File: src/rtl/hazard_ctrl.sv
// Pipeline hazard controller: operand forwarding, load-use and memory-wait stalls,
// branch flushes, a data-memory timeout trap and stall/flush performance counters.
module hazard_ctrl #(
    parameter int MEM_TIMEOUT = 16,
    parameter int CNT_W       = 16
) (
    input  logic             clk,
    input  logic             reset,
    input  logic [4:0]       Rs1D,
    input  logic [4:0]       Rs2D,
    input  logic [4:0]       Rs1E,
    input  logic [4:0]       Rs2E,
    input  logic [4:0]       RdE,
    input  logic             ResultSrcE0,
    input  logic             PCSrcE,
    input  logic [4:0]       RdM,
    input  logic [4:0]       RdW,
    input  logic             RegWriteM,
    input  logic             RegWriteW,
    input  logic             MemReqM,
    input  logic             MemReadyM,
    output logic [1:0]       ForwardAE,
    output logic [1:0]       ForwardBE,
    output logic             StallF,
    output logic             StallD,
    output logic             StallE,
    output logic             StallM,
    output logic             FlushD,
    output logic             FlushE,
    output logic             FlushW,
    output logic             MemErr,
    output logic [CNT_W-1:0] StallCnt,
    output logic [CNT_W-1:0] FlushCnt
);

    typedef enum logic [1:0] {
        RUN     = 2'd0,
        MEMWAIT = 2'd1,
        ERROR   = 2'd2
    } state_t;

    localparam logic [7:0] TIMEOUT_LIM = 8'(MEM_TIMEOUT);

    state_t     state;
    state_t     state_next;
    logic [7:0] wait_cnt;
    logic [7:0] wait_cnt_next;
    logic [7:0] wait_inc;
    logic       lw_stall;
    logic       mem_stall;

    // Memory stage wins over writeback because it holds the younger result.
    function automatic logic [1:0] fwd_sel(
        input logic [4:0] rs,
        input logic [4:0] rd_m,
        input logic [4:0] rd_w,
        input logic       we_m,
        input logic       we_w
    );
        if (we_m && (rd_m != 5'd0) && (rs == rd_m)) begin
            return 2'b10;
        end else if (we_w && (rd_w != 5'd0) && (rs == rd_w)) begin
            return 2'b01;
        end else begin
            return 2'b00;
        end
    endfunction

    assign ForwardAE = fwd_sel(Rs1E, RdM, RdW, RegWriteM, RegWriteW);
    assign ForwardBE = fwd_sel(Rs2E, RdM, RdW, RegWriteM, RegWriteW);

    assign lw_stall  = ResultSrcE0 && (RdE != 5'd0) && ((RdE == Rs1D) || (RdE == Rs2D));
    assign mem_stall = MemReqM && !MemReadyM;

    always_ff @(posedge clk) begin
        if (reset) begin
            state    <= RUN;
            wait_cnt <= 8'd0;
            MemErr   <= 1'b0;
        end else begin
            state    <= state_next;
            wait_cnt <= wait_cnt_next;
            MemErr   <= (state_next == ERROR);
        end
    end

    always_comb begin
        state_next    = state;
        wait_cnt_next = wait_cnt;
        wait_inc      = wait_cnt + 8'd1;
        case (state)
            RUN: begin
                if (mem_stall) begin
                    wait_cnt_next = 8'd1;
                    state_next    = (MEM_TIMEOUT == 1) ? ERROR : MEMWAIT;
                end else begin
                    wait_cnt_next = 8'd0;
                end
            end
            MEMWAIT: begin
                if (!mem_stall) begin
                    state_next    = RUN;
                    wait_cnt_next = 8'd0;
                end else begin
                    wait_cnt_next = wait_inc;
                    if (wait_inc == TIMEOUT_LIM) begin
                        state_next = ERROR;
                    end
                end
            end
            ERROR: begin
                state_next = ERROR;
            end
            default: begin
                state_next    = RUN;
                wait_cnt_next = 8'd0;
            end
        endcase
    end

    // A memory wait freezes F..M and bubbles W; any resolved branch stays parked in Execute.
    always_comb begin
        StallF = 1'b0;
        StallD = 1'b0;
        StallE = 1'b0;
        StallM = 1'b0;
        FlushD = 1'b0;
        FlushE = 1'b0;
        FlushW = 1'b0;
        if (reset) begin
            StallF = 1'b0;
        end else if ((state == ERROR) || mem_stall) begin
            StallF = 1'b1;
            StallD = 1'b1;
            StallE = 1'b1;
            StallM = 1'b1;
            FlushW = 1'b1;
        end else begin
            StallF = lw_stall;
            StallD = lw_stall;
            FlushD = PCSrcE;
            FlushE = lw_stall || PCSrcE;
        end
    end

    always_ff @(posedge clk) begin
        if (reset) begin
            StallCnt <= '0;
            FlushCnt <= '0;
        end else begin
            StallCnt <= StallCnt + {{(CNT_W-1){1'b0}}, StallF};
            FlushCnt <= FlushCnt + {{(CNT_W-1){1'b0}}, FlushD};
        end
    end

endmodule
File: config.mk
export PLATFORM = sky130hd
export DESIGN_NAME = hazard_ctrl
export DESIGN_NICKNAME = d
export VERILOG_FILES = /design/src/rtl/hazard_ctrl.sv
export SDC_FILE = /design/constraint.sdc
export NUM_CORES = 1
export LEC_CHECK = 0
export CAP_MARGIN = 30
export CORE_ASPECT_RATIO = 0.8
export CORE_MARGIN = 2
export CORE_UTILIZATION = 45
export DETAILED_ROUTE_END_ITERATION = 10
export PLACE_DENSITY = 0.82
export SLEW_MARGIN = 20
export SYNTH_ARGS = -nofsm -noshare
export SYNTH_HDL_FRONTEND = slang
export SYNTH_SLANG_ARGS = --single-unit
File: constraint.sdc
create_clock -name clk -period 2.9 [get_ports clk]
set_input_delay 0.435 -clock clk [delete_from_list [all_inputs] [get_ports clk]]
set_output_delay 0.435 -clock clk [all_outputs]
set_load 0.005 [all_outputs]
# Yosys cells after proc, flatten, opt, wreduce, memory -nomap -nowiden
# Cells that the tools add are included.
# W data, S select, Z words.
# word_totals
regBits,43
in_bits,43
out_inout_bits,44
word_cells,54
# classes
add_sub_neg,3
n_eq_ne,10
mux,19
n_reduce_logical,17
# ops
op,n
$add A16 B1 Y16,2
$eq A5 B5 Y1,6
$pmux W8 S3,1
$reduce_bool A5 Y1,3
$mux W1,11
$mux W2,5
$logic_and A1 B1 Y1,9
$add A8 B1 Y8 const B,1
$eq A8 B5 Y1 const B,1
$mux W8,1
$pmux W2 S3,1
$eq A2 B2 Y1 const B,2
$logic_or A1 B1 Y1,3
$eq A2 B1 Y1 const B,1
$logic_not A2 Y1,1
$logic_not A1 Y1,1

# Depth between registers and ports, before layout
# depth
ltp_word,6
mapped_depth,10
mapped_depth_nobuf,10

# Worst setup path before layout
# OpenSTA, ideal clock, no wires.
# synth_path
path_type,in2reg
from,input RdE[3]
to,register StallCnt[15]
t_arrival_ns,2.131
required_time_ns,2.779
path_slack_ns,0.648
stages,8
path_buffers,0
cell_sequence,xor2_1 -> nor3_1 -> a22oi_1 -> o22ai_1 -> ha_1 -> nand4_1 -> nor4_1 -> mux2_2
# synth_between
elab_chain_len,6
elab_cells_between_ends,9
cone_classes,1 x add/sub; 2 x eq/ne; 2 x mux; 4 x reduce/logical
# synth_rtl
item,line_no,source
start: declaration,13,"input logic [4:0] RdE,"
$eq A5 B5 Y1 / $reduce_bool A5 Y1 (equally long branches),72,assign lw_stall = ResultSrcE0 && (RdE != 5'd0) && ((RdE == Rs1D) || (RdE == Rs2D));
$logic_or A1 B1 Y1 / $logic_and A1 B1 Y1 (equally long branches),72,
$logic_and A1 B1 Y1 (*),72,
$mux W1 (*) (2 in series),-,
via StallD,25,"output logic StallD,"
$add A16 B1 Y16 (*),151,"StallCnt <= StallCnt + {{(CNT_W-1){1'b0}}, StallF};"
end signal: assignment,151,
end: declaration,32,"output logic [CNT_W-1:0] StallCnt,"
# Mark *: on every way through the listed nets, which the timed path passes. The rest lies on a longest branch.
# A chain may end at the register's enable or synchronous reset.

# Worst setup path in the final report
# layout_path
from,input RdM[0]
to,output ForwardAE[1]
# layout_between
elab_chain_len,4
elab_cells_between_ends,5
cone_classes,1 x eq/ne; 1 x mux; 3 x reduce/logical
# layout_rtl
item,line_no,source
start: declaration,16,"input logic [4:0] RdM,"
$reduce_bool A5 Y1,60,if (we_m && (rd_m != 5'd0) && (rs == rd_m)) begin
$logic_and A1 B1 Y1,60,
$logic_and A1 B1 Y1 (*),60,
$mux W2 (*),60,
end: declaration,22,"output logic [1:0] ForwardAE,"
# Mark *: on every way between the ends. The rest lies on a longest branch, timed or not.

==> results by group <==
Synth
  • Synth unique cells: 43
  • Ys async rst share: 0%
  • Compound-gate portion of the synthesized area: 8.827%
  • Synth area leaders: dfxtp_1 (36%), xor2_1 (10%), xnor2_1 (8.4%), nor2_1 (5.8%), a21oi_1 (2.9%)
  • Post-synth EDFFs: 0
  • Simple-gate share of the synthesized area: 29.39%
  • Sequential element share of the synthesized area: 35.72%
  • Syn_area_per_cell: 8.367 sq um
  • Synth top area share: 35.72%
  • Adder-Cell Fraction of Synth Area: 2.596%
  • Mux share of post-synthesis cell area: about 1.8%
  • Largest family of logic cells by synthesized area: simple AND/OR/NAND/NOR gates
  • Net Count, Synth: 336
  • Cell count after synthesis: 288
  • Post-Synth XOR/XNOR Area: 18.54%
  • Synth Flop Type: dfxtp_1
  • Dominant cell type by area after synthesis: dfxtp_1
  • Synth warnings: 0
  • Synthesized area: ~2400 sq um
  • Yosys reg bits: 43

Detailed routing
  • Drt wl/cell: 14.93 um
  • Vias: 2425
  • Total Wirelength: 6.660 mm
  • DRC Markers: 0
  • 1st-pass router iterations: 4
  • Starting DRT DRC Count: 161
  • Vias per std cell: 5.437
  • ANT nets after route: 0

STA
  • Final Max Slew Viols: 0
  • Final WS setup: 0.1250 ns
  • Final-report setup violation count: 0
  • Worst Tran Pin Value: 0.4528 ns
  • RSZ-0062 raised after global routing: false
  • Final worst path period share: between 90 and 100%
  • Hold Vio Cnt, Final: 0
  • Max-slew headroom: between 60% and 70%
  • Max Clock Skew: 0.01082 ns
  • Max Freq: 0.3604 GHz
  • Clock period minus final worst setup slack: approximately 2.8 ns
  • Setup total negative slack: 0 ns

Place
  • Detailed Place HPWL: 5.127 mm
  • IO Port Bufs: 86
  • Cell Area, Placed: 3390 sq um
  • Placer Congestion: 0.9045
  • Setup slack at placement: -0.03866 ns
  • Inst Count DP: 438

Setup path
  • Max Fanout on Critical Path: 3
  • Critical path capture point type: primary output
  • Worst path required time: between 2 and 2.5 ns
  • Worst path cell trace: clkdlybuf4s50_1 > xnor2_1 > nand3_1 > nor4_1 > clkdlybuf4s50_1
  • Critical Path AT: 2.34 ns
  • CP max-delay cell: clkdlybuf4s50_1
  • Worst path max stage delay: 0.60 ns
  • Top delay family on crit path: buffers and inverters
  • Worst setup SP type: input pin
  • Most used cell, CP: clkdlybuf4s50_1
  • Critical path class: input pin to primary output
  • Bufs and invs on worst path: 2
  • Flop-to-flop setup slack: about 0.44 ns

Pwr
  • Max VDD drop: 0.0002848 V
  • Power Density: 357.8 nW/um^2
  • Leakage power: 0.001255 uW

Flow run
  • Max cap viols: 0

Clock tree
  • Sink Count: 43
  • CTS tree: built
  • Post-CTS setup buffer count: 0
  • Num CTS Buffers: 5
  • Skew-Pair Late Insertion Delay: 0.30 ns
  • Hold_buf cts: 0
  • Clock Tree Root: clkbuf_8
  • Reg clk slew, reported paths: 0.09 ns
  • H-tree depth: 2
  • Max clock buf depth: 2

Final layout
  • Finished Layout Cells: 446
  • Final instance area: 3521 sq um
  • Diodes inserted: 0
  • Nets: 431
  • Area grow syn2layout: 46.11%
  • Commonest non-fill, non-tap cells in the layout: clkdlybuf4s50_1 (84), dfxtp_1 (43), nor2_1 (37)
  • Commonest non-fill, non-tap cell in the layout: clkdlybuf4s50_1
  • Layout cell share with drive strength beyond 1: 7.813%

Floorplan
  • Die width: around 86 um
  • Die Y: slightly below 70 um
  • Core Region: 5094 sq um
  • Ports: 87
  • DIE AREA: 5960 sq um
  • # rows: 23
  • Initial core utilization: between 40 and 50%

Global route
  • Initial antenna violation count: 0
  • GRT Util Overall: between 20% and 30%
  • Global route overflow: 0
  • Largest net degree at the start of global routing: 28
  • First-pass GRT wire length: 11.18 mm
  • Vias in the first global route: around 2400

Run status
  • Run status: finished clean

Worst hold path
  • Worst Hold Class: register to register
-- Yosys cell counts, types with 7 or more instances --
cell / count
a21oi_1: 14
dfxtp_1: 43
nand2_1: 15
nand3_1: 14
nand4_1: 7
nor2_1: 37
nor2b_1: 11
nor3_1: 12
nor4_1: 9
o21ai_0: 11
or3_1: 7
xnor2_1: 23
xor2_1: 28
-- report_power, final --
part	switching (uW)	total (uW)	internal, uW
Sequential	4.04	598	594
Clock	227	487	260
Combinational	69.9	175	105
Total	301	1260	959
-- sequential cells by signal (all words and copies together) (netlist names) --
name and count:
FlushCnt 16, MemErr 1, StallCnt 16, state 2
wait_cnt 8
-- kinds of logic (layout without fill, tap and decap cells) --
family,count (synthesis),count (layout)
flip-flops,43,43
adder cells (fa/ha/maj),5,5
XOR/XNOR,51,51
multiplexers,4,4
buffers and inverters,16,112
AO/OA/AOI/OAI,36,36
AND/OR/NAND/NOR,133,133
-- tightest hold or removal path: cells and delay by family, from the launching register on --
| family | cells | cell delay (ns) |
|---|---|---|
| AOI/OAI and AO/OA | 2 | 0.14 |
| DFF | 1 | 0.35 |
-- cell type report --
cell class / instances / area [sq um]
clock buffer: 5 / 68.82
tap: 62 / 77.57
inverter: 5 / 18.77
timing repair buffer: 99 / 963.4
sequential: 43 / 860.8
clock inverter: 3 / 46.29
fill: 408 / 1573
multi-input combinational: 229 / 1485
-- metrics by stage --
| stage | util [%] | hold slack (ns) | power (uW) |
|---|---|---|---|
| finish | 69.12 | 0.5276 | 1260 |
| global route | 69.12 | 0.5572 | 1298 |
| CTS | 68.80 | 0.5230 | 1261 |
| detailed placement | 66.54 | 0.5039 | 783.9 |
| global placement | 66.54 | 0.4936 | 780.8 |
| floorplan | - | 0.4778 | 675.4 |
-- repair_timing --
action | in CTS | in global routing
gates resized for setup | 0 | 4
hold endpoints to repair | 0 | 0
endpoints found under the setup margin | 0 | 6
-- metal layers --
layer	vias up	track usage (%)	wire length, um
li1	1209	-	-
met4	0	4.586	23
met3	5	5.595	292
met1	1146	31.69	3139
met5	-	0	0
met2	65	37.07	3204
-- path summary, 6_finish.rpt --
check                      end  cells after the start        start
setup / recovery  ForwardAE[1]                      5       RdM[0]
hold / removal     StallCnt[5]                      2  StallCnt[5]
setup reg to reg  StallCnt[15]                      7     state[1]
hold reg to reg    StallCnt[5]                      2  StallCnt[5]
Note: power is estimated with default switching activity, not from simulation.
